--- src/rtl/i2c_target_responder_pkg.sv ---
// Shared definitions for the I2C target responder: FSM states, bus bit
// values and byte geometry.
package i2c_target_responder_pkg;

  localparam int   BYTE_BITS = 8;
  localparam logic I2C_ACK   = 1'b0;
  localparam logic I2C_NACK  = 1'b1;

  typedef enum logic [3:0] {
    IDLE,
    ADDR,
    ADDR_ACK,
    PTR,
    PTR_ACK,
    WDATA,
    WDATA_ACK,
    RDATA,
    RDATA_ACK,
    IGNORE
  } i2c_state_e;

  // True when the bit counter marks the last bit of a byte.
  function automatic logic is_last_bit(input logic [3:0] cnt);
    return cnt == 4'(BYTE_BITS - 1);
  endfunction

endpackage

--- src/rtl/i2c_target_responder_if.sv ---
// Bus pins plus the byte-wide register access port of the I2C target.
interface i2c_target_responder_if #(
  parameter int PTR_W = 8
);

  logic             scl_in;
  logic             sda_in;
  logic             sda_oe;
  logic [PTR_W-1:0] reg_addr;
  logic [7:0]       reg_wdata;
  logic             reg_wr;
  logic             reg_rd;
  logic [7:0]       reg_rdata;
  logic             busy;

  modport slave (
    input  scl_in, sda_in, reg_rdata,
    output sda_oe, reg_addr, reg_wdata, reg_wr, reg_rd, busy
  );

  modport master (
    output scl_in, sda_in, reg_rdata,
    input  sda_oe, reg_addr, reg_wdata, reg_wr, reg_rd, busy
  );

endinterface

--- src/rtl/i2c_bus_sync.sv ---
// Oversampling front end for an I2C bus: 2-FF synchronizers on SCL/SDA and
// single-clk SCL edge and START/STOP condition pulses.
module i2c_bus_sync (
  input  logic clk,
  input  logic rst_n,
  input  logic scl_in,
  input  logic sda_in,
  output logic sda,
  output logic scl_rise,
  output logic scl_fall,
  output logic start,
  output logic stop
);

  logic [1:0] scl_ff;
  logic [1:0] sda_ff;
  logic       scl_prev;
  logic       sda_prev;

  // Cleared to 1 (idle bus level) so leaving reset never fakes an edge.
  always_ff @(posedge clk or negedge rst_n) begin
    if (!rst_n) begin
      scl_ff   <= 2'b11;
      sda_ff   <= 2'b11;
      scl_prev <= 1'b1;
      sda_prev <= 1'b1;
    end else begin
      // NOTE: non-blocking so every flop samples the pre-edge value and the
      // chain shifts one stage per clock regardless of statement order.
      scl_ff   <= {scl_ff[0], scl_in};
      sda_ff   <= {sda_ff[0], sda_in};
      scl_prev <= scl_ff[1];
      sda_prev <= sda_ff[1];
    end
  end

  assign sda      = sda_ff[1];
  assign scl_rise =  scl_ff[1] & ~scl_prev;
  assign scl_fall = ~scl_ff[1] &  scl_prev;
  assign start    =  scl_ff[1] &  scl_prev &  sda_prev & ~sda_ff[1];
  assign stop     =  scl_ff[1] &  scl_prev & ~sda_prev &  sda_ff[1];

endmodule

--- src/rtl/i2c_target_responder.sv ---
// I2C target answering at DEV_ADDR: register pointer, byte writes and
// pointer-auto-incrementing reads through a local register port.
module i2c_target_responder
  import i2c_target_responder_pkg::*;
#(
  parameter logic [6:0] DEV_ADDR = 7'h49,
  parameter int         PTR_W    = 8
) (
  input logic                    clk,
  input logic                    rst_n,
  i2c_target_responder_if.slave  bus
);

  logic sda_s;
  logic scl_rise;
  logic scl_fall;
  logic bus_start;
  logic bus_stop;

  i2c_bus_sync u_sync (
    .clk      (clk),
    .rst_n    (rst_n),
    .scl_in   (bus.scl_in),
    .sda_in   (bus.sda_in),
    .sda      (sda_s),
    .scl_rise (scl_rise),
    .scl_fall (scl_fall),
    .start    (bus_start),
    .stop     (bus_stop)
  );

  i2c_state_e       state_q,     state_d;
  logic [3:0]       bit_cnt_q,   bit_cnt_d;
  logic             bit_seen_q,  bit_seen_d;
  logic [7:0]       rx_q,        rx_d;
  logic [7:0]       tx_q,        tx_d;
  logic             rw_q,        rw_d;
  logic             ack_ok_q,    ack_ok_d;
  logic             rd_dly_q,    rd_dly_d;
  logic             sda_oe_q,    sda_oe_d;
  logic [PTR_W-1:0] reg_addr_q,  reg_addr_d;
  logic [7:0]       reg_wdata_q, reg_wdata_d;
  logic             reg_wr_q,    reg_wr_d;
  logic             reg_rd_q,    reg_rd_d;
  logic             busy_q,      busy_d;

  always_ff @(posedge clk or negedge rst_n) begin
    if (!rst_n) begin
      state_q     <= IDLE;
      bit_cnt_q   <= '0;
      bit_seen_q  <= 1'b0;
      rx_q        <= '0;
      tx_q        <= '0;
      rw_q        <= 1'b0;
      ack_ok_q    <= 1'b0;
      rd_dly_q    <= 1'b0;
      sda_oe_q    <= 1'b0;
      reg_addr_q  <= '0;
      reg_wdata_q <= '0;
      reg_wr_q    <= 1'b0;
      reg_rd_q    <= 1'b0;
      busy_q      <= 1'b0;
    end else begin
      state_q     <= state_d;
      bit_cnt_q   <= bit_cnt_d;
      bit_seen_q  <= bit_seen_d;
      rx_q        <= rx_d;
      tx_q        <= tx_d;
      rw_q        <= rw_d;
      ack_ok_q    <= ack_ok_d;
      rd_dly_q    <= rd_dly_d;
      sda_oe_q    <= sda_oe_d;
      reg_addr_q  <= reg_addr_d;
      reg_wdata_q <= reg_wdata_d;
      reg_wr_q    <= reg_wr_d;
      reg_rd_q    <= reg_rd_d;
      busy_q      <= busy_d;
    end
  end

  always_comb begin
    // NOTE: every next-value starts as a hold (or zero for strobes) so no
    // path through the case below can leave one unassigned and infer a latch.
    state_d     = state_q;
    bit_cnt_d   = bit_cnt_q;
    bit_seen_d  = bit_seen_q;
    rx_d        = rx_q;
    tx_d        = tx_q;
    rw_d        = rw_q;
    ack_ok_d    = ack_ok_q;
    rd_dly_d    = reg_rd_q;
    sda_oe_d    = sda_oe_q;
    reg_addr_d  = reg_addr_q;
    reg_wdata_d = reg_wdata_q;
    reg_wr_d    = 1'b0;
    reg_rd_d    = 1'b0;
    busy_d      = busy_q;

    // Post-write pointer bump and read-data capture run beside the FSM.
    if (reg_wr_q) reg_addr_d = reg_addr_q + PTR_W'(1);
    if (rd_dly_q) tx_d = bus.reg_rdata;

    if (bus_start) begin
      state_d    = ADDR;
      busy_d     = 1'b1;
      sda_oe_d   = 1'b0;
      bit_cnt_d  = '0;
      bit_seen_d = 1'b0;
      ack_ok_d   = 1'b0;
    end else if (bus_stop) begin
      state_d    = IDLE;
      busy_d     = 1'b0;
      sda_oe_d   = 1'b0;
      bit_cnt_d  = '0;
      bit_seen_d = 1'b0;
      ack_ok_d   = 1'b0;
    end else begin
      case (state_q)
        ADDR, PTR, WDATA: begin
          if (scl_rise) begin
            rx_d       = {rx_q[6:0], sda_s};
            bit_seen_d = 1'b1;
          end else if (scl_fall && bit_seen_q) begin
            bit_seen_d = 1'b0;
            if (!is_last_bit(bit_cnt_q)) begin
              bit_cnt_d = bit_cnt_q + 4'd1;
            end else begin
              bit_cnt_d = '0;
              if (state_q == ADDR) begin
                if (rx_q[7:1] == DEV_ADDR) begin
                  state_d  = ADDR_ACK;
                  sda_oe_d = 1'b1;
                  rw_d     = rx_q[0];
                  reg_rd_d = rx_q[0];
                end else begin
                  state_d  = IGNORE;
                end
              end else if (state_q == PTR) begin
                state_d    = PTR_ACK;
                sda_oe_d   = 1'b1;
                reg_addr_d = PTR_W'(rx_q);
              end else begin
                state_d     = WDATA_ACK;
                sda_oe_d    = 1'b1;
                reg_wdata_d = rx_q;
                reg_wr_d    = 1'b1;
              end
            end
          end
        end

        ADDR_ACK, PTR_ACK, WDATA_ACK: begin
          if (scl_fall) begin
            bit_cnt_d  = '0;
            bit_seen_d = 1'b0;
            if (rw_q) begin
              state_d  = RDATA;
              sda_oe_d = ~tx_q[7];
              tx_d     = {tx_q[6:0], 1'b1};
            end else begin
              sda_oe_d = 1'b0;
              state_d  = (state_q == ADDR_ACK) ? PTR : WDATA;
            end
          end
        end

        RDATA: begin
          if (scl_rise) begin
            bit_seen_d = 1'b1;
          end else if (scl_fall && bit_seen_q) begin
            bit_seen_d = 1'b0;
            if (is_last_bit(bit_cnt_q)) begin
              bit_cnt_d = '0;
              sda_oe_d  = 1'b0;
              ack_ok_d  = 1'b0;
              state_d   = RDATA_ACK;
            end else begin
              bit_cnt_d = bit_cnt_q + 4'd1;
              sda_oe_d  = ~tx_q[7];
              tx_d      = {tx_q[6:0], 1'b1};
            end
          end
        end

        RDATA_ACK: begin
          // Master ACK prefetches the next byte during the ACK high phase.
          if (scl_rise) begin
            if (sda_s == I2C_ACK) begin
              ack_ok_d   = 1'b1;
              reg_addr_d = reg_addr_q + PTR_W'(1);
              reg_rd_d   = 1'b1;
            end else if (sda_s == I2C_NACK) begin
              state_d    = IGNORE;
            end
          end else if (scl_fall && ack_ok_q) begin
            ack_ok_d = 1'b0;
            state_d  = RDATA;
            sda_oe_d = ~tx_q[7];
            tx_d     = {tx_q[6:0], 1'b1};
          end
        end

        default: ;
      endcase
    end
  end

  assign bus.sda_oe    = sda_oe_q;
  assign bus.reg_addr  = reg_addr_q;
  assign bus.reg_wdata = reg_wdata_q;
  assign bus.reg_wr    = reg_wr_q;
  assign bus.reg_rd    = reg_rd_q;
  assign bus.busy      = busy_q;

  a_wr_rd_exclusive: assert property (
    @(posedge clk) disable iff (!rst_n) !(reg_wr_q && reg_rd_q)
  );

endmodule
--- src/flat_wrapper.sv ---
// flat-port wrapper written by rule: the top's interface ports become plain ports
module i2c_target_responder_flat import i2c_target_responder_pkg::*;
#(
  parameter logic [6:0] DEV_ADDR = 7'h49,
  parameter int         PTR_W    = 8
)
  (clk, rst_n, bus_scl_in, bus_sda_in, bus_reg_rdata, bus_sda_oe, bus_reg_addr, bus_reg_wdata, bus_reg_wr, bus_reg_rd, bus_busy);
  i2c_target_responder_if #(.PTR_W(PTR_W)) bus_i ();
  input logic clk;
  input logic rst_n;
  input wire logic [$bits(bus_i.scl_in)-1:0] bus_scl_in;
  input wire logic [$bits(bus_i.sda_in)-1:0] bus_sda_in;
  input wire logic [$bits(bus_i.reg_rdata)-1:0] bus_reg_rdata;
  output wire logic [$bits(bus_i.sda_oe)-1:0] bus_sda_oe;
  output wire logic [$bits(bus_i.reg_addr)-1:0] bus_reg_addr;
  output wire logic [$bits(bus_i.reg_wdata)-1:0] bus_reg_wdata;
  output wire logic [$bits(bus_i.reg_wr)-1:0] bus_reg_wr;
  output wire logic [$bits(bus_i.reg_rd)-1:0] bus_reg_rd;
  output wire logic [$bits(bus_i.busy)-1:0] bus_busy;
  assign bus_i.scl_in = bus_scl_in;
  assign bus_i.sda_in = bus_sda_in;
  assign bus_i.reg_rdata = bus_reg_rdata;
  assign bus_sda_oe = bus_i.sda_oe;
  assign bus_reg_addr = bus_i.reg_addr;
  assign bus_reg_wdata = bus_i.reg_wdata;
  assign bus_reg_wr = bus_i.reg_wr;
  assign bus_reg_rd = bus_i.reg_rd;
  assign bus_busy = bus_i.busy;
  i2c_target_responder #(.DEV_ADDR(DEV_ADDR), .PTR_W(PTR_W)) u_core (.clk(clk), .rst_n(rst_n), .bus(bus_i));
endmodule
--- config.mk ---
export PLATFORM = sky130hd
export DESIGN_NAME = i2c_target_responder_flat
export DESIGN_NICKNAME = d
export VERILOG_FILES = /design/src/rtl/i2c_target_responder_pkg.sv /design/src/rtl/i2c_target_responder_if.sv /design/src/rtl/i2c_bus_sync.sv /design/src/rtl/i2c_target_responder.sv /design/src/flat_wrapper.sv
export SDC_FILE = /design/constraint.sdc
export NUM_CORES = 1
export LEC_CHECK = 0
export CORE_AREA = 2 2 78 80
export CTS_CLUSTER_DIAMETER = 100
export DETAILED_ROUTE_END_ITERATION = 12
export DIE_AREA = 0 0 80 82
export PLACE_DENSITY = 0.75
export SKIP_CTS_REPAIR_TIMING = 1
export SLEW_MARGIN = 20
export SYNTH_ARGS = -nofsm -noshare
export SYNTH_HDL_FRONTEND = slang
export SYNTH_SLANG_ARGS = --single-unit
export TNS_END_PERCENT = 20
--- constraint.sdc ---
create_clock -name clk -period 5.28 [get_ports clk]
set_input_delay 0.528 -clock clk [delete_from_list [all_inputs] [get_ports clk]]
set_output_delay 0.528 -clock clk [all_outputs]
set_load 0.005 [all_outputs]
==> metrics.log <==
INFO  metric route.final.wire_length = 6855 µm
INFO  metric path_max_fanout = 10
INFO  metric synth-xor-area-share = 0.02031
INFO  metric clock_latency_on_the_worst_skew_pair = roughly 320 ps
INFO  metric min_path_type = in2async
INFO  metric antenna_left = 0
INFO  metric synthSimpleGateAreaFrac = 0.2114
INFO  metric globalRouteOverflowTotal = 0
INFO  metric placed_cells = slightly below 400
INFO  metric synth-edff-count = 0
INFO  metric numPortBuffers = 31
INFO  metric synthAdderAreaFrac = 0.008288
INFO  metric synthesis.instances = about 300
INFO  metric first_global_vias = 2317
INFO  metric start_util = 0.5255
INFO  metric maximum_clock_insertion_buffer_count = 2
INFO  metric tritoncts = built
INFO  metric cp_top_family = simple AND/OR/NAND/NOR gates
INFO  metric netlist.area_leader.share = 0.3978
INFO  metric final-instance-count-excl-fill = between 400 and 500
INFO  metric final.period_utilization = 0.5032
INFO  metric clk_root_buffer_cell = sky130_fd_sc_hd__clkbuf_8
INFO  metric total_routing_usage_reported_by_global_routing = 0.2220
INFO  metric worstPathCellList = xnor2_1 -> or2_0 -> nand2_4 -> or4_1 -> mux2_1
INFO  metric worst_setup_path_start_kind = flop
INFO  metric drv.max_cap_violation_count = 0
INFO  metric synth-main-ff-cell = sky130_fd_sc_hd__dfrtp_1
INFO  metric synthesis.area_per_instance = 9.997 µm²
INFO  metric clock-skew-final = about 9.1 ps
INFO  metric mappedNetlistArea = about 3000 µm²
INFO  metric yosysSeqAreaShare = 0.4501
INFO  metric clock_tree.htree_level_count = 2
INFO  metric coreArea = around 5700 µm²
INFO  metric ios = 32
INFO  metric power_density = a little over 400 nW/µm²
INFO  metric whs = 316.8 ps
INFO  metric rsz0062_at_grt = no
INFO  metric post_route_cells_drive_above_1_share = 0.1258
INFO  metric cp-end-kind = flop
INFO  metric post-route-worst-setup-slack = 2623 ps
INFO  metric clk_pin_slew_worst_paths = 100 ps
INFO  metric floorplan.die_area = 6560 µm²
INFO  metric fin_total_pwr = 1.437 mW
INFO  metric slew-limit-headroom = 0.3207
INFO  metric period_needed = around 2700 ps
INFO  metric dp_hpwl = approximately 4700 µm
INFO  metric max_stage_delay_on_crit_path = roughly 770 ps
INFO  metric synth-seq-cells = between 50 and 60
INFO  metric avgRoutedWirePerCell = ~17 µm
INFO  metric finalSetupTns = 0 ps
INFO  metric synthDominantAreaCellType = sky130_fd_sc_hd__dfrtp_1
INFO  metric asyncSetResetFlopFracSynth = 1.000
INFO  metric arrival_time_worst_endpoint = roughly 2900 ps
INFO  metric tightestPinTransition = 1015 ps
INFO  metric grt_first_pass_wirelength = 11370 µm
INFO  metric synth.top_cells.by_area = sky130_fd_sc_hd__dfrtp_1 (40%), sky130_fd_sc_hd__mux2_2 (5.6%), sky130_fd_sc_hd__dfstp_2 (5.2%)
INFO  metric worst_ir_drop_vdd = between 0.2 and 0.25 mV
INFO  metric die_y = about 82 µm
INFO  metric synth.mux.area_fraction = 0.1044
INFO  metric flow.area_growth_from_synthesis = 14.79%
INFO  metric timing.setup.critical_path_class = reg2reg
INFO  metric cts_buffers = 5
INFO  metric rows = 28
INFO  metric dp_slack = about 2700 ps
INFO  metric cp_slowest_cell = sky130_fd_sc_hd__or4_1
INFO  metric status = complete, no violations
INFO  metric leakage = roughly 1.4 nW
INFO  metric grt_antenna_before_repair = 0
INFO  metric yosys.cell_types.count = between 60 and 70
INFO  metric mappedNetlistNets = between 300 and 400
INFO  metric antennaDiodeCount = 0
INFO  metric slew_violations = 0
INFO  metric fmaxAchievable = ~0.38 GHz
INFO  metric synth_top_family_by_area = simple AND/OR/NAND/NOR gates
INFO  metric hold_fails_final_rpt = 0
INFO  metric detail_route.first_pass.iterations = 4
INFO  metric routabilityCongestion = 0.9055
INFO  metric grt_max_degree = 55
INFO  metric detailedRoute.firstIterationViolations = about 370
INFO  metric setup_violations = 0
INFO  metric cts_num_sinks = 54
INFO  metric die_outline_width = 80 µm
INFO  metric remaining_drc_errors = 0
INFO  metric synth_compound_gate_area_share = 0.1741
INFO  metric cp.required = between 5000 and 6000 ps
INFO  metric number_of_buffer_and_inverter_instances_along_the_worst_setup_path = 0
INFO  metric routed-via-count = roughly 2500
INFO  metric nets = between 300 and 400
INFO  metric via_per_inst = 6.142
INFO  metric ys.warnings.count = 0
==> cells in the mapped netlist, drive strengths merged (2+ instances only) <==
cell type  number
nor2           22
inv             4
nor3b           3
a21o            2
nand2b          8
o31ai           2
dfstp           6
xnor2           5
nor4            3
nor4b           2
nor2b           4
and3            2
a211o           2
a21oi          12
dfrtp          48
or3             3
clkbuf          8
a31oi           4
mux2i           9
o21ai          28
nand3           9
nand4           4
nand3b          5
mux2           20
o32ai           2
ha              2
or4b            2
o22ai           3
o211ai          2
nand2          29
or2             2
buf             9
nor3            5
o2111ai         2
a22o            2
nand4b          3
and3b           3
a211oi          3
xor2            2
==> cells by family (layout without fill, tap and decap cells) <==
logic type / count (synthesis) / in the layout
and+or+nand+nor: 111 / 111
AOI/OAI and AO/OA: 78 / 78
xor gates and xnor gates: 7 / 7
DFF: 54 / 54
buffers and inverters: 21 / 45
muxes: 29 / 29
adders and majority gates: 2 / 2
==> power breakdown <==
part	internal (mW)	switching [mW]	total [mW]
Sequential	0.509	0.137	0.646
Combinational	0.241	0.263	0.504
Clock	0.142	0.144	0.287
==> cell type report <==
type | count | area (µm²)
Inverter | 4 | 15.01
Sequential cell | 54 | 1359
Multi-Input combinational cell | 227 | 1565
Clock inverter | 3 | 43.79
Clock buffer | 5 | 68.82
Tap cell | 75 | 93.84
Timing Repair Buffer | 33 | 320.3
Fill cell | 511 | 2280
==> placed cells by master (no fill, tap or decap), drive strengths merged, types with 3 or more instances in the layout <==
cell type	n
nor4	3
buf	3
mux2	20
nor3b	3
nand2	29
nand3b	5
a211oi	3
nand4	4
o21ai	28
a31oi	4
o22ai	3
dfstp	6
nand3	9
xnor2	5
or3	3
inv	5
nand4b	3
and3b	3
nand2b	8
clkbuf	5
a21oi	12
clkdlybuf4s50	30
nor2b	4
nor2	22
mux2i	9
dfrtp	48
nor3	5
==> state kept, by name (all words and copies together), names as in the netlist <==
name                    flops
u_core.bus.reg_wr           1
u_core.bus.reg_rd           1
u_core.bus.reg_addr         8
u_core.bit_cnt_q            4
u_core.u_sync.scl_ff        2
u_core.u_sync.sda_prev      1
u_core.bus.sda_oe           1
u_core.bus.busy             1
u_core.ack_ok_q             1
u_core.rw_q                 1
u_core.rx_q                 8
u_core.state_q              4
u_core.u_sync.sda_ff        2
u_core.tx_q                 8
u_core.u_sync.scl_prev      1
u_core.rd_dly_q             1
u_core.bus.reg_wdata        8
u_core.bit_seen_q           1
==> metrics by stage <==
| step | area, µm² | utilization |
|---|---|---|
| after global routing | 3466 | 0.6032 |
| after global placement | 3353 | 0.5836 |
| after floorplan | 3019 | - |
| after CTS | 3466 | 0.6032 |
| after detailed placement | 3353 | 0.5836 |
| final | 3466 | 0.6032 |
==> worst paths after layout <==
path,slack (ps),endpoint,cells past startpoint,from
setup reg to reg,2620,u_core.bus.reg_wdata[1],5,u_core.u_sync.sda_ff[1]
min in group clk,350,u_core.u_sync.sda_ff[1],0,u_core.u_sync.sda_ff[0]
max in group asynchronous,4510,u_core.bus.reg_wdata[1],2,rst_n
hold / removal,320,u_core.tx_q[2],2,rst_n
setup / recovery,2620,u_core.bus.reg_wdata[1],5,u_core.u_sync.sda_ff[1]
hold reg to reg,350,u_core.u_sync.sda_ff[1],0,u_core.u_sync.sda_ff[0]
==> metal layers <==
metal	up-vias	GRT usage	routed length (µm)
met5	-	0	0
met4	0	0.06949	95
met3	8	0.05165	464
met2	83	0.3358	3108
met1	1209	0.3173	3185
li1	1163	-	-
Power figures use the tool's default switching activity.
